==> src/rtl/tdc_readout_sched.sv <==
// Readout scheduler for TDC pin-capture channels: timestamps strobes with a shared
// coarse counter, buffers them per channel and round-robins them onto one event stream.
module tdc_readout_sched #(
  parameter int N_CH     = 4,
  parameter int COARSE_W = 16,
  parameter int DEPTH    = 2
) (
  input  logic                    clk300,
  input  logic                    rst,
  input  logic                    enable,
  input  logic [N_CH-1:0]         ch_str,
  input  logic [3*N_CH-1:0]       ch_ptime,
  output logic                    out_valid,
  input  logic                    out_ready,
  output logic [$clog2(N_CH)-1:0] out_ch,
  output logic [COARSE_W-1:0]     out_coarse,
  output logic [2:0]              out_fine,
  output logic [N_CH-1:0]         ovf,
  input  logic                    clr_ovf,
  output logic                    busy
);

  localparam int CH_W = $clog2(N_CH);
  localparam int AW   = $clog2(DEPTH);
  localparam int PW   = AW + 1;
  localparam int EW   = COARSE_W + 3;

  typedef enum logic [1:0] {S_IDLE, S_RUN, S_DRAIN} state_t;

  state_t                     r_state;
  state_t                     w_state_nxt;

  logic [COARSE_W-1:0]        r_coarse;
  logic                       r_en_d;
  logic [COARSE_W-1:0]        w_ts;

  logic [N_CH-1:0]            w_nempty;
  logic [N_CH-1:0]            w_push;
  logic [N_CH-1:0]            w_pop;
  logic [N_CH-1:0]            w_drop;
  logic [N_CH-1:0][EW-1:0]    w_head;

  logic [CH_W-1:0]            r_rr_ptr;
  logic [CH_W-1:0]            w_gnt_ch;
  logic                       w_gnt_any;
  logic                       w_load;
  logic                       w_busy;

  logic                       r_out_valid;
  logic [CH_W-1:0]            r_out_ch;
  logic [COARSE_W-1:0]        r_out_coarse;
  logic [2:0]                 r_out_fine;
  logic [N_CH-1:0]            r_ovf;

  // A run starts with timestamp 0; the counter then carries on from there.
  assign w_ts = (enable && !r_en_d) ? '0 : r_coarse;

  always_ff @(posedge clk300 or posedge rst) begin
    if (rst) begin
      r_coarse <= '0;
      r_en_d   <= 1'b0;
    end else begin
      // NOTE: state registers use non-blocking assignments so every flop samples pre-edge values.
      r_en_d <= enable;
      if (enable) r_coarse <= w_ts + 1'b1;
    end
  end

  for (genvar gi = 0; gi < N_CH; gi++) begin : g_ch
    logic [EW-1:0] r_mem [DEPTH];
    logic [PW-1:0] r_wptr;
    logic [PW-1:0] r_rptr;
    logic          w_full;

    assign w_nempty[gi] = (r_wptr != r_rptr);
    assign w_full       = ((r_wptr - r_rptr) == PW'(DEPTH));
    assign w_pop[gi]    = w_load & w_gnt_any & (w_gnt_ch == CH_W'(gi));
    // A full FIFO that is being popped this edge still has room for the new entry.
    assign w_push[gi]   = enable & ch_str[gi] & (~w_full | w_pop[gi]);
    assign w_drop[gi]   = enable & ch_str[gi] & w_full & ~w_pop[gi];
    assign w_head[gi]   = r_mem[r_rptr[AW-1:0]];

    // NOTE: the storage array has no reset; occupancy is defined by the pointers alone.
    always_ff @(posedge clk300) begin
      if (w_push[gi]) r_mem[r_wptr[AW-1:0]] <= {w_ts, ch_ptime[3*gi +: 3]};
    end

    always_ff @(posedge clk300 or posedge rst) begin
      if (rst) begin
        r_wptr <= '0;
        r_rptr <= '0;
      end else begin
        if (w_push[gi]) r_wptr <= r_wptr + 1'b1;
        if (w_pop[gi])  r_rptr <= r_rptr + 1'b1;
      end
    end
  end

  // First non-empty channel at or after the pointer: scan backwards so the
  // closest candidate is the last one written.
  always_comb begin
    int              idx;
    logic [CH_W-1:0] cand;
    // NOTE: every combinational output gets a default first so no latch is inferred.
    w_gnt_any = 1'b0;
    w_gnt_ch  = '0;
    idx       = 0;
    cand      = '0;
    for (int k = N_CH - 1; k >= 0; k--) begin
      idx  = (int'(r_rr_ptr) + k) % N_CH;
      cand = CH_W'(idx);
      if (w_nempty[cand]) begin
        w_gnt_any = 1'b1;
        w_gnt_ch  = cand;
      end
    end
  end

  assign w_load = !r_out_valid || out_ready;
  assign w_busy = (|w_nempty) || r_out_valid;

  always_ff @(posedge clk300 or posedge rst) begin
    if (rst) begin
      r_out_valid  <= 1'b0;
      r_out_ch     <= '0;
      r_out_coarse <= '0;
      r_out_fine   <= '0;
      r_rr_ptr     <= '0;
    end else if (w_load) begin
      r_out_valid <= w_gnt_any;
      if (w_gnt_any) begin
        r_out_ch                   <= w_gnt_ch;
        {r_out_coarse, r_out_fine} <= w_head[w_gnt_ch];
        r_rr_ptr <= (w_gnt_ch == CH_W'(N_CH - 1)) ? '0 : w_gnt_ch + 1'b1;
      end
    end
  end

  // Set wins over clear so a drop coinciding with clr_ovf is not lost.
  always_ff @(posedge clk300 or posedge rst) begin
    if (rst) r_ovf <= '0;
    else     r_ovf <= (r_ovf & ~{N_CH{clr_ovf}}) | w_drop;
  end

  always_ff @(posedge clk300 or posedge rst) begin
    if (rst) r_state <= S_IDLE;
    else     r_state <= w_state_nxt;
  end

  always_comb begin
    w_state_nxt = r_state;
    unique case (r_state)
      S_IDLE:  if (enable) w_state_nxt = S_RUN;
      S_RUN:   if (!enable) w_state_nxt = w_busy ? S_DRAIN : S_IDLE;
      S_DRAIN: begin
        if (enable)       w_state_nxt = S_RUN;
        else if (!w_busy) w_state_nxt = S_IDLE;
      end
      default: w_state_nxt = S_IDLE;
    endcase
  end

  assign out_valid  = r_out_valid;
  assign out_ch     = r_out_ch;
  assign out_coarse = r_out_coarse;
  assign out_fine   = r_out_fine;
  assign ovf        = r_ovf;
  assign busy       = w_busy;

endmodule

==> config.mk <==
export PLATFORM = sky130hd
export DESIGN_NAME = tdc_readout_sched
export DESIGN_NICKNAME = d
export VERILOG_FILES = /design/src/rtl/tdc_readout_sched.sv
export SDC_FILE = /design/constraint.sdc
export NUM_CORES = 1
export LEC_CHECK = 0
export ABC_AREA = 1
export BUFFER_PORTS_ARGS = -buffer_cell sky130_fd_sc_hd__buf_2
export CORE_MARGIN = 4
export CORE_UTILIZATION = 61
export DETAILED_ROUTE_END_ITERATION = 8
export GPL_ROUTABILITY_DRIVEN = 0
export MAX_ROUTING_LAYER = met4
export PLACE_DENSITY_LB_ADDON = 0.05
export SETUP_SLACK_MARGIN = 0.5
export SLEW_MARGIN = 20
export SYNTH_ARGS = -nofsm -noshare
export SYNTH_HDL_FRONTEND = slang
export SYNTH_SLANG_ARGS = --single-unit
export TNS_END_PERCENT = 20
==> constraint.sdc <==
create_clock -name clk300 -period 3.8 [get_ports clk300]
set_clock_uncertainty 0.05 [all_clocks]
set_input_delay 0.76 -clock clk300 [delete_from_list [all_inputs] [get_ports clk300]]
set_output_delay 0.76 -clock clk300 [all_outputs]
set_load 0.005 [all_outputs]
==> results.md, run 1 <==
- Root Buffer: clkbuf_16
- Vias per inst: 5.79
- Clock latency on the worst-skew pair: 0.50 ns
- Switch Pwr: 3.73 mW
- Setup crit end kind: flip-flop
- Crit Path Class: reg2reg
- P_int: 5.58 mW
- Slew @ Worst Pin: 0.847 ns
- Pwr per Cell Area: 894 nW/um^2
- Post-Route Utilization: 0.709
- N_diodes: 0
- Largest cells by area after synthesis: edfxtp_1 49%, dfrtp_1 17%, nand2_1 9.5%
- Clock share of power: 0.228
- Number of nets still failing antenna checks after routing: 0
- Final WS setup: 0.684 ns
- First-pass GRT wire length: 32.9 mm
- Max-slew violations: 0
- DR iter-0 viols: 605
- Cell repeated most along the worst path: nand2_1
- LEAKAGE: 4.67 nW
- Pre-antenna DRT Iters: 5
- H-tree levels: 1
- Setup_tns: 0 ns
- Number of global-route vias before repair: 6211
- CTS tree: done
- Syn_nets: 842
- Sw Ratio: 0.401
- Via count: 6257
- Synth Register Bits: 213
- Rel. slew slack: 0.435
- Total setup buffers inserted after CTS: 0
- Mean Syn Cell Area: 11.3 um^2
- Filler instances: 1022
- Starting Density: 0.628
- FMAX: 0.321 GHz
- Nets: 902
- Yosys warning count: 0
- Sequential share of power: 0.352
- Top cell type's share of synthesized area: 0.494
- Startpoint types: flip-flop
- Sequential share of the synthesized area: 0.659
- FF-to-FF path depth: 13
- Total global routing overflow: 0
- Worst-case clock buffer depth: 3
- Final Critical Period: 3.12 ns
- DRC viols: 0
- Die height: 131 um
- Hold buffer count at cts: 0
- Final period util: 0.820
- Final hold vios: 0
- # rows: 44
- CP arrival: 3.23 ns
- Core ar.: 14700 um^2
- RSZ-0062 raised after global routing: no
- Worst endpoint required time: 3.92 ns
- Pre-CTS setup slack: 0.489 ns
- Total Wirelength: 20.9 mm
- Commonest non-fill, non-tap cells in the layout: 234 x nand2_1, 152 x edfxtp_1, 99 x nand3_1, 68 x mux2i_1, 60 x dfrtp_1
- Share of post-route cells with drive strength above 1: 0.144
- Total power: 9.32 mW
- Crit-path max FO: 19
- WL per Instance: 19.3 um
- Post-CTS resize count: 0
- Critical Path, Cell by Cell: clkinv_1 -> nand3_1 -> nand2_1 -> nand2_1 -> nand2_1 -> nand2_2 -> nand3_1 -> nand2_2 -> nand3_2 -> nand2_1 -> nand2_1 -> nor2_2 -> buf_4
- Area Growth Syn to Fin: 12.8%
- Setup Viol. Count Final: 0
- Slowest cell delay on critical path: 0.57 ns
- Commonest non-fill, non-tap cell in the layout: nand2_1
- DIE AREA: 17200 um^2
- Largest net degree at the start of global routing: 46
- Max Cap Viol: 0
- Total CTS buffers: 23
- Mapped Area: 9240 um^2
- Logic gate share of total power: 0.420
- GRT Total Usage: 0.260
- Slowest cell on the critical path: dfrtp_1
- Antenna violations before repair: 0
- DP HPWL: 12.7 mm
- Number of buffers added on ports: 47
- Clk sinks: 213
- Mapped Cells: 820
- Largest area contributor in the netlist: edfxtp_1
- Status: completed
- Yosys cell types: 32
- Die Width: 131 um
- Worst-path clk slew: 0.06 ns
- HP Class: in2async
- Peak supply drop: 0.531 mV
- I/O pin cnt: 48
-- final timing paths --
check                                        startpoint                             to  slack (ns)
worst min-delay path                                rst  g_ch[2].r_wptr[1]$_DFFE_PP0P_        0.35
worst min register to register  r_coarse[3]$_DFFE_PP0P_        r_coarse[3]$_DFFE_PP0P_        0.41
max in group asynchronous                           rst        r_coarse[1]$_DFFE_PP0P_        2.62
worst max register to register  r_rr_ptr[0]$_DFFE_PP0P_  g_ch[1].r_mem[1][4]$_DFFE_PP_        0.68
worst max-delay path            r_rr_ptr[0]$_DFFE_PP0P_  g_ch[1].r_mem[1][4]$_DFFE_PP_        0.68
min in group clk300                        ch_ptime[10]  g_ch[3].r_mem[0][1]$_DFFE_PP_        0.39
-- cells in the mapped netlist, drive strengths merged --
cell and n:
a21oi 8, buf 21, clkbuf 12, clkinv 1
dfrtp 61, edfxtp 152, ha 1, inv 64
mux2i 68, nand2 241, nand3 104, nand3b 2
nand4 6, nor2 35, nor3 4, nor4 2
o21a 1, o21ai 11, o22ai 4, xnor2 4
xor2 18
-- area by class of cell --
type / instances / area, um^2 / share of cell area
sequential: 213 / 6090 / 0.585
inverter: 65 / 245 / 0.0235
multi-input combinational: 509 / 2730 / 0.262
clock buffer: 29 / 618 / 0.0593
clock inverter: 13 / 110 / 0.0106
timing repair buffer: 68 / 393 / 0.0377
tap: 184 / 230 / 0.0221
-- cell families (layout without fill, tap and decap cells) --
group / after synthesis / count (layout) / synth area share
AND/OR/NAND/NOR: 394 / 394 / 0.184
AO/OA/AOI/OAI: 24 / 24 / 0.0138
buffers and inverters: 98 / 175 / 0.0465
multiplexers: 68 / 68 / 0.0737
flip-flops: 213 / 213 / 0.659
adder cells (fa/ha/maj): 1 / 1 / 0.00135
XOR/XNOR: 22 / 22 / 0.0209
-- critical path, delay by kind of cell, from the launching register on --
family,cells,cell delay (ns)
flops,1,0.57
simple gates,11,1.47
buf+inv,2,0.68
-- flip-flops by register name, indices dropped and copies added, names as in the netlist --
| signal | cells |
|---|---|
| out_fine | 3 |
| g_ch.r_wptr | 8 |
| g_ch.r_mem | 152 |
| r_rr_ptr | 2 |
| out_valid | 1 |
| r_en_d | 1 |
| r_coarse | 16 |
| ovf | 4 |
| out_coarse | 16 |
| out_ch | 2 |
| g_ch.r_rptr | 8 |
-- through the flow --
| stage | area [um^2] | instances | hold WS [ns] |
|---|---|---|---|
| after detailed placement | 9690 | 1039 | 0.398 |
| after global routing | 10400 | 1081 | 0.385 |
| after floorplan | 9240 | 820 | 0.367 |
| after CTS | 10400 | 1081 | 0.383 |
| final | 10400 | 1081 | 0.351 |
| after global placement | 9690 | 1039 | 0.386 |
-- power groups by stage --
stage | combinational, mW | sequential, mW | clock (mW)
2_1_floorplan | 2.89 | 3.25 | 0
3_3_place_gp | 3.80 | 3.29 | 0
3_5_place_dp | 3.86 | 3.32 | 0
4_1_cts | 3.89 | 3.28 | 2.16
5_1_grt | 4.35 | 3.33 | 2.27
6_report | 3.91 | 3.28 | 2.13
-- per-layer routing --
metal / global-route usage / up-vias / wire, um
met5: - / - / 0
met4: 0.0684 / 0 / 399
met3: 0.0405 / 38 / 1400
met2: 0.433 / 256 / 10300
met1: 0.338 / 3053 / 8760
li1: - / 2910 / -
No activity file was read; power rests on OpenSTA's default activity.
==> run 2: changes to the inputs <==
--- a/config.mk
+++ b/config.mk
@@ -8,7 +8,7 @@
 export ABC_AREA = 1
 export BUFFER_PORTS_ARGS = -buffer_cell sky130_fd_sc_hd__buf_2
 export CORE_MARGIN = 4
-export CORE_UTILIZATION = 61
+export CORE_UTILIZATION = 55
 export DETAILED_ROUTE_END_ITERATION = 8
 export GPL_ROUTABILITY_DRIVEN = 0
 export MAX_ROUTING_LAYER = met4
==> constraint.sdc (replaced) <==
create_clock -name clk300 -period 2.5 [get_ports clk300]
set_clock_uncertainty 0.05 [all_clocks]
set_input_delay 0.5 -clock clk300 [delete_from_list [all_inputs] [get_ports clk300]]
set_output_delay 0.5 -clock clk300 [all_outputs]
set_load 0.005 [all_outputs]
==> results.md, run 2 (synthesized netlist as in run 1, its figures left out) <==
- Peak supply drop: 0.824 mV (+55%)
- Clk sinks: 213 (unchanged)
- Final period util: 1.02 (+0.198)
- Final hold vios: 0 (unchanged)
- DIE AREA: 18900 um^2 (+10%)
- Pwr per Cell Area: 1410 nW/um^2 (+58%)
- DP HPWL: 13.8 mm (+8.6%)
- Total Wirelength: 23.9 mm (+14%)
- Clock latency on the worst-skew pair: 0.51 ns (about the same)
- Via count: 6667 (+6.6%)
- Nets: 982 (+8.9%)
- RSZ-0062 raised after global routing: yes
- Worst endpoint required time: 2.67 ns (-1.25 ns)
- Largest net degree at the start of global routing: 39 (-15%)
- Crit path from: g_ch[3].r_wptr[1]$_DFFE_PP0P_
- Core ar.: 16500 um^2 (+12%)
- Final WS setup: -0.0453 ns (-0.729 ns)
- Status: finished with violations
- Commonest non-fill, non-tap cell in the layout: nand2_1
- Final Critical Period: 2.55 ns (-0.571 ns)
- DRC viols: 0 (unchanged)
- Total power: 16.7 mW (+79%)
- DR iter-0 viols: 466 (-23%)
- I/O pin cnt: 48 (unchanged)
- Root Buffer: clkbuf_16
- N_diodes: 0 (unchanged)
- Share of post-route cells with drive strength above 1: 0.278 (+0.135)
- Die height: 138 um (+5.0%)
- LEAKAGE: 5.28 nW (+13%)
- Total CTS buffers: 23 (unchanged)
- Switch Pwr: 6.64 mW (+78%)
- Max-slew violations: 0 (unchanged)
- Setup crit end kind: flip-flop
- Starting Density: 0.559 (-0.0694)
- Clock share of power: 0.208 (-0.020)
- H-tree levels: 1 (unchanged)
- Max reg flops: 152 (unchanged)
- # rows: 47 (+6.8%)
- Startpoint types: flip-flop
- Setup Viol. Count Final: 42 (+42)
- Max Cap Viol: 0 (unchanged)
- HP Class: in2async
- Number of nets still failing antenna checks after routing: 0 (unchanged)
- Slew @ Worst Pin: 0.701 ns (-0.146 ns)
- Crit Path Class: reg2reg
- Total global routing overflow: 0 (unchanged)
- Pre-antenna DRT Iters: 5 (unchanged)
- Worst-path clk slew: 0.06 ns (about the same)
- WL per Instance: 20.0 um (+3.3%)
- Sw Ratio: 0.397 (-0.00336)
- Worst hold margin: 0.0478 ns (-0.303 ns)
- First-pass GRT wire length: 35.2 mm (+7.0%)
- Rel. slew slack: 0.532 (+0.0978)
- Antenna violations before repair: 0 (unchanged)
- Failing checks: setup timing
- Reg2reg start: g_ch[3].r_wptr[1]$_DFFE_PP0P_
- Area Growth Syn to Fin: 28.2%
- Commonest non-fill, non-tap cells in the layout: 203 x nand2_1, 152 x edfxtp_1, 87 x nand3_1, 68 x mux2i_1, 67 x buf_4
- Vias per inst: 5.57 (-3.8%)
- FMAX: 0.393 GHz (+22%)
- Number of buffers added on ports: 47 (unchanged)
- Die Width: 138 um (+5.0%)
- Logic gate share of total power: 0.496 (+0.076)
- Number of global-route vias before repair: 6662 (+7.3%)
- CP arrival: 2.71 ns (-0.52 ns)
- Sequential share of power: 0.297 (-0.055)
- CTS tree: done
- P_int: 10.1 mW (+80%)
- GRT Total Usage: 0.253 (-0.00685)
- Crit-path max FO: 9 (-10)
- Worst-case clock buffer depth: 3 (unchanged)
==> run 2: cell count changes in the layout (fill, tap and decap cells not counted), moves of 6 or more <==
cell	before	now
inv_1	55	47
nand2_4	0	11
nor2_4	0	7
nand2_1	234	203
buf_4	21	67
nand3_2	4	11
nand2_2	7	27
nand3_1	99	87
buf_12	0	16
clkinv_1	8	2
buf_6	0	7
==> run 2: final cells by class <==
type                       instances  area (um^2)
clock buffer                      33          643
fill                            1118         4680
tap                              220          275
inverter                          65          259
timing repair buffer             148         1380
multi-input combinational        509         3060
clock inverter                     9          135
sequential                       213         6090
==> run 2: power groups by stage <==
stage / logic (mW) / clock network (mW) / registers, mW
finish: 8.28 / 3.47 / 4.95
CTS: 7.24 / 3.50 / 4.93
global placement: 6.38 / 0 / 4.97
global route: 8.96 / 3.69 / 5.02
floorplan: 4.62 / 0 / 4.94
detailed placement: 6.45 / 0 / 5.01
==> run 2: layer usage <==
metal / part of all wire / GRT usage / routed length (um)
met1: 0.41 / 0.303 / 9710
met2: 0.51 / 0.439 / 12300
met3: 0.046 / 0.0321 / 1100
met4: 0.034 / 0.0976 / 812
met5: 0 / - / 0
==> run 2: final timing paths <==
kind                                                        to  slack [ns]  cells past startpoint
min in group clk300              g_ch[2].r_mem[1][1]$_DFFE_PP_        0.13                      1
worst min register to register         r_coarse[3]$_DFFE_PP0P_        0.40                      1
worst max register to register  g_ch[2].r_mem[1][10]$_DFFE_PP_       -0.05                     17
worst max-delay path            g_ch[2].r_mem[1][10]$_DFFE_PP_       -0.05                     17
max in group asynchronous        g_ch[2].r_wptr[0]$_DFFE_PP0P_        1.71                      3
worst min-delay path                          ovf[2]$_DFF_PP0_        0.05                      2
==> run 2: timing repair <==
item / CTS / global route
resized for setup: 25 / 51
setup buffers: 31 / 15
pin swaps: 6 / 20
hold buffers: 0 / 0
endpoints found under the setup margin: 187 / 198
gates cloned: 4 / 4
==> run 2: critical path: stages (launching register included) <==
cell and delay [ns]:
dfrtp_1 0.42, inv_1 0.08, nand2_1 0.08, nand2_2 0.12, nand3_1 0.15, nand2_2 0.13, nand2_1 0.06, nand2_1 0.09
nand2_2 0.10, nand2_2 0.11, nand2_4 0.08, nand2_4 0.12, nand2_4 0.08, nand2_4 0.09, nand2_4 0.08, nor2_4 0.14
buf_4 0.13, buf_12 0.13
==> run 2: stage by stage <==
stage,setup WS (ns),utilization,setup TNS [ns],area [um^2],instances
after floorplan,0.189,-,0,9380,820
after global placement,0.0887,0.615,0,10200,1101
after detailed placement,0.0126,0.615,0,10200,1101
after CTS,0.129,0.692,0,11400,1178
after global routing,-0.157,0.717,-14.43,11800,1197
final,-0.0453,0.717,-1.16,11800,1197
